===== src/rtl/uart_word_tx.sv =====
// 8N1 UART transmitter for one 32-bit word per valid/ready handshake.
// Sends the low BYTES bytes, least-significant byte first, each byte LSB-first.
module uart_word_tx #(
  parameter int CLKS_PER_BIT = 234,
  parameter int BYTES        = 4
) (
  input  logic        clk,
  input  logic        rst,
  input  logic [31:0] data_in,
  input  logic        data_valid,
  output logic        data_ready,
  output logic        tx,
  output logic        busy
);

  typedef enum logic [1:0] {IDLE, START, DATA, STOP} state_t;

  localparam int BAUD_W = $clog2(CLKS_PER_BIT);
  localparam int BYTE_W = (BYTES > 1) ? $clog2(BYTES) : 1;
  localparam logic [BAUD_W-1:0] BAUD_LAST = BAUD_W'(CLKS_PER_BIT - 1);
  localparam logic [BYTE_W-1:0] BYTE_LAST = BYTE_W'(BYTES - 1);

  state_t            state_q, state_d;
  logic [BAUD_W-1:0] baud_q, baud_d;
  logic [2:0]        bit_q, bit_d;
  logic [BYTE_W-1:0] byte_q, byte_d;
  logic [31:0]       shift_q, shift_d;
  logic              tx_q, tx_d;

  logic bit_tick;
  logic last_tick;
  logic accept;

  assign bit_tick  = (baud_q == BAUD_LAST);
  // Ready is raised during the final stop-bit cycle so a waiting word starts with no idle gap.
  assign last_tick = (state_q == STOP) && bit_tick && (byte_q == BYTE_LAST);

  assign data_ready = (state_q == IDLE) || last_tick;
  assign busy       = !data_ready;
  assign accept     = data_valid && data_ready;
  assign tx         = tx_q;

  // NOTE: every variable driven here gets a default first, so no path leaves it unassigned and no latch is inferred.
  always_comb begin
    state_d = state_q;
    baud_d  = (state_q == IDLE || bit_tick) ? '0 : baud_q + BAUD_W'(1);
    bit_d   = bit_q;
    byte_d  = byte_q;
    shift_d = shift_q;
    tx_d    = tx_q;

    case (state_q)
      IDLE: ;
      START: begin
        if (bit_tick) begin
          state_d = DATA;
          bit_d   = 3'd0;
          tx_d    = shift_q[0];
        end
      end
      DATA: begin
        if (bit_tick) begin
          shift_d = shift_q >> 1;
          if (bit_q == 3'd7) begin
            state_d = STOP;
            tx_d    = 1'b1;
          end else begin
            bit_d = bit_q + 3'd1;
            tx_d  = shift_q[1];
          end
        end
      end
      STOP: begin
        if (bit_tick) begin
          if (byte_q == BYTE_LAST) begin
            state_d = IDLE;
            byte_d  = '0;
          end else begin
            state_d = START;
            byte_d  = byte_q + BYTE_W'(1);
            tx_d    = 1'b0;
          end
        end
      end
    endcase

    // A new word overrides the end-of-frame return to IDLE.
    if (accept) begin
      state_d = START;
      baud_d  = '0;
      bit_d   = 3'd0;
      byte_d  = '0;
      shift_d = data_in;
      tx_d    = 1'b0;
    end
  end

  // NOTE: sequential state uses non-blocking assignments so all registers update from the same pre-edge values.
  always_ff @(posedge clk) begin
    if (rst) begin
      state_q <= IDLE;
      baud_q  <= '0;
      bit_q   <= 3'd0;
      byte_q  <= '0;
      shift_q <= '0;
      tx_q    <= 1'b1;
    end else begin
      state_q <= state_d;
      baud_q  <= baud_d;
      bit_q   <= bit_d;
      byte_q  <= byte_d;
      shift_q <= shift_d;
      tx_q    <= tx_d;
    end
  end

endmodule


===== config.mk =====
export PLATFORM = sky130hd
export DESIGN_NAME = uart_word_tx
export DESIGN_NICKNAME = d
export VERILOG_FILES = /design/src/rtl/uart_word_tx.sv
export SDC_FILE = /design/constraint.sdc
export NUM_CORES = 1
export LEC_CHECK = 0
export ABC_AREA = 1
export ABC_CLOCK_PERIOD_IN_PS = 1400
export CORE_ASPECT_RATIO = 1.1
export CORE_MARGIN = 10
export CORE_UTILIZATION = 45
export CTS_CLUSTER_SIZE = 28
export DETAILED_ROUTE_END_ITERATION = 12
export GPL_TIMING_DRIVEN = 1
export PLACE_DENSITY = 0.71
export SLEW_MARGIN = 20
export SYNTH_ARGS = -nofsm -noshare
export SYNTH_HDL_FRONTEND = slang
export SYNTH_SLANG_ARGS = --single-unit

===== constraint.sdc =====
create_clock -name clk -period 1.4 [get_ports clk]
set_clock_uncertainty 0.1 [all_clocks]
set_input_delay 0.28 -clock clk [delete_from_list [all_inputs] [get_ports clk]]
set_output_delay 0.28 -clock clk [all_outputs]
set_load 0.005 [all_outputs]

==> impl_metrics.toml <==
[logic_synthesis]
netlist_top_cells_count = "93 x nand2_1, 82 x nor2_1, 48 x dfxtp_1"
ys_async_sr_fraction = 0
ys_warn_count = 0
syn-num-nets = 418
yosysTopAreaCell = "dfxtp_1"
synth_top_area_share = 0.387
postSynthAreaPerCell_sq_um = 6.67
synth_edf_count = 0
ys_seq_area_frac = 0.387
synth-seq-cells = 48
synth.most_common_cell = "nand2_1"
ys.flop_type = "dfxtp_1"
synth.top_cells.by_area = "dfxtp_1 39%, nand2_1 14%, nor2_1 12%, nand3_1 8.1%, o21ai_0 5.8%"
ys_types = 25
synthCells = 373
syn-cell-area_sq_mm = 0.00249

[setup_path]
critPathMaxStageDelay_ns = 0.34
crit_type = "flip-flop to flip-flop"
crit-reg2reg-launch = "byte_q[1]"
crit_slowest_cell = "dfxtp_2"
crit_end = "shift_q[13]"
startpoint = "byte_q[1]"
critPathLaunchType = "flip-flop"
crit_chain = "ha_2, nand2_2, inv_2, nand3_2, nand2_4, buf_6, nand2_8, buf_8, clkbuf_16, nand2_2, nand2_1, nor2_1, nor2_1"
cp.arrival_ns = 1.99
reg2reg_slack_ns = -0.49
end_kind = "flip-flop"
r2r_end = "shift_q[13]"
crit_fanout = 5
worstPathRequired_ns = 1.51
cp_top_family = "simple AND/OR/NAND/NOR gates"
r2r_cells = 13
crit_cells = 13
path_buf_inv = 4

[pwr]
swShare = 0.397
clkPwrFrac = 0.139
internal_power_mw = 3.68
leakagePower_nw = 1.72
seqPwrFrac = 0.311
p_sw_mw = 2.42
peakVddDrop_uv = 1060
comb_power_share = 0.550
p_per_area_mw_per_mm2 = 1600

[grt]
grt_pass1_vias = 2648
overflow = 0
grt_max_degree = 28
antenna_found_initial = 0
gr-usage-all-layers = 0.159
grt_pass1_wl_um = 12000

[sta]
max-slew-margin-rel = 0.689
tightest_slew_ns = 0.465
maxSlewViolCount = 0
finalWorstSetupSlack_ns = -0.486
whs_ns = 0.366
post-route-period-util = 1.35
rsz0062_at_grt = "true"
setup_viol = 49
tns_ns = -16.51
hold_viol = 0
fin_crit_ns = 1.89
fmax_ghz = 0.530

[clock_tree]
cts_tree = "yes"
clock_sinks = 48
clkTransAtPathRegs_ns = 0.09
htree_num_levels = 2
clkLatencyLatePin_ns = 0.31
ctsLongestPathBuffers = 2
cts-buffers-inserted = 5
root_buffer = "clkbuf_8"

[floorplanning]
start_util = 0.464
io-pin-count = 38
die_height_um = 98.0
die_area_sq_mm = 0.00890
core_sq_mm = 0.00536
num_rows = 28
die-width_um = 90.9

[routing]
wire_per_inst_um = 14.3
drt_iter0_markers = 156
totalWireLength_um = 7570
vias = 2677
dr.pass1.iters = 4
vias_per_cell = 5.07
ant_nets = 0
drc = 0

[job]
cap_violations = 0

[min_path]
holdPathStages = 2
worstHoldPathType = "flip-flop to flip-flop"
min-delay-start = "tx"

[finish]
layout-drive-gt1-share = 0.307
antenna_cells = 0
areaGrowthSynthToFinish_pct = 53.4
finalNetCount = 497

[status]
outcome = "complete, but fails checks"
violations = "setup timing"

[place]
portBuffers = 37
dpl.hpwl_um = 4390
place_worst_setup_slack_ns = -0.447
gp_congestion = 0.826
==> worst reg2reg max path, stage by stage (launching register included) <==
cell       delay [ns]
dfxtp_2          0.34
ha_2             0.20
nand2_2          0.07
inv_2            0.07
nand3_2          0.09
nand2_4          0.10
buf_6            0.13
nand2_8          0.07
buf_8            0.16
clkbuf_16        0.16
nand2_2          0.05
nand2_1          0.06
nor2_1           0.11
nor2_1           0.06
==> cells in the final DEF, fill, tap and decap left out, types with 2 or more instances in the layout <==
master and count:
a21oi_1 7, a21oi_2 2, buf_12 3, buf_16 3
buf_4 38, buf_6 9, buf_8 2, clkbuf_1 2
clkbuf_16 2, clkbuf_8 5, clkdlybuf4s50_1 34, dfxtp_1 42
dfxtp_2 5, ha_1 6, ha_4 3, inv_1 14
inv_2 7, nand2_1 64, nand2_2 20, nand2_4 8
nand2_8 2, nand3_1 37, nand3_2 3, nor2_1 74
nor2_2 6, nor2_4 2, nor3b_1 2, o21ai_0 11
o21ai_1 15, o21ai_2 8, o21ai_4 2, xnor2_1 2
==> layout make-up <==
type                    count  area [sq um]
inverters                  22          85.1
repair buffers             92           958
clock buffers               7          76.3
well taps                  75          93.8
multi-input cells         283          1620
clock inverters             1          8.76
flip-flops and latches     48           971
fillers                   440          1550
==> metrics by stage <==
stage	instances	util	total power, mW	instance area (sq um)
detailed placement	505	0.596	4.13	3200
CTS	527	0.681	5.68	3650
global placement	505	0.596	4.10	3200
global route	528	0.711	6.50	3810
finish	528	0.711	6.10	3810
floorplan	373	-	3.34	2520
==> cells by family after synthesis <==
kind of cell / synth area share
compound gates: 0.113
xor+xnor: 0.00705
fa+ha+maj: 0.0503
buf+inv: 0.0835
flops: 0.387
simple gates: 0.360
==> sequential cells by signal, summed over array words and instances (netlist names) <==
register,cells
baud_q,8
byte_q,2
bit_q,3
state_q,2
tx,1
shift_q,32
==> worst min path at each step <==
| stage | end |
|---|---|
| after floorplan | shift_q[31] |
| after global placement | tx |
| after detailed placement | tx |
| after CTS | tx |
| after global routing | tx |
| final | tx |
==> layer usage <==
layer	global-route usage	part of all wire	vias to the layer above
met2	0.288	0.51	71
met1	0.180	0.42	1230
met3	0.0368	0.044	24
met5	0	0	-
li1	-	-	1352
met4	0.0458	0.028	0
==> power groups by stage <==
| stage | registers (mW) | clock network (mW) | logic (mW) |
|---|---|---|---|
| CTS | 1.83 | 0.841 | 3.00 |
| global route | 1.93 | 0.916 | 3.66 |
| floorplan | 1.83 | 0 | 1.50 |
| global placement | 1.84 | 0 | 2.25 |
| detailed placement | 1.85 | 0 | 2.27 |
| finish | 1.90 | 0.848 | 3.35 |
==> timing repair <==
item	in CTS	in global routing
endpoints found under the setup margin	50	49
gates resized for setup	69	57
hold buffers	0	0
gates cloned	4	2
buffers inserted	11	1
pin swaps	30	33
(Power assumes the default switching activity.)
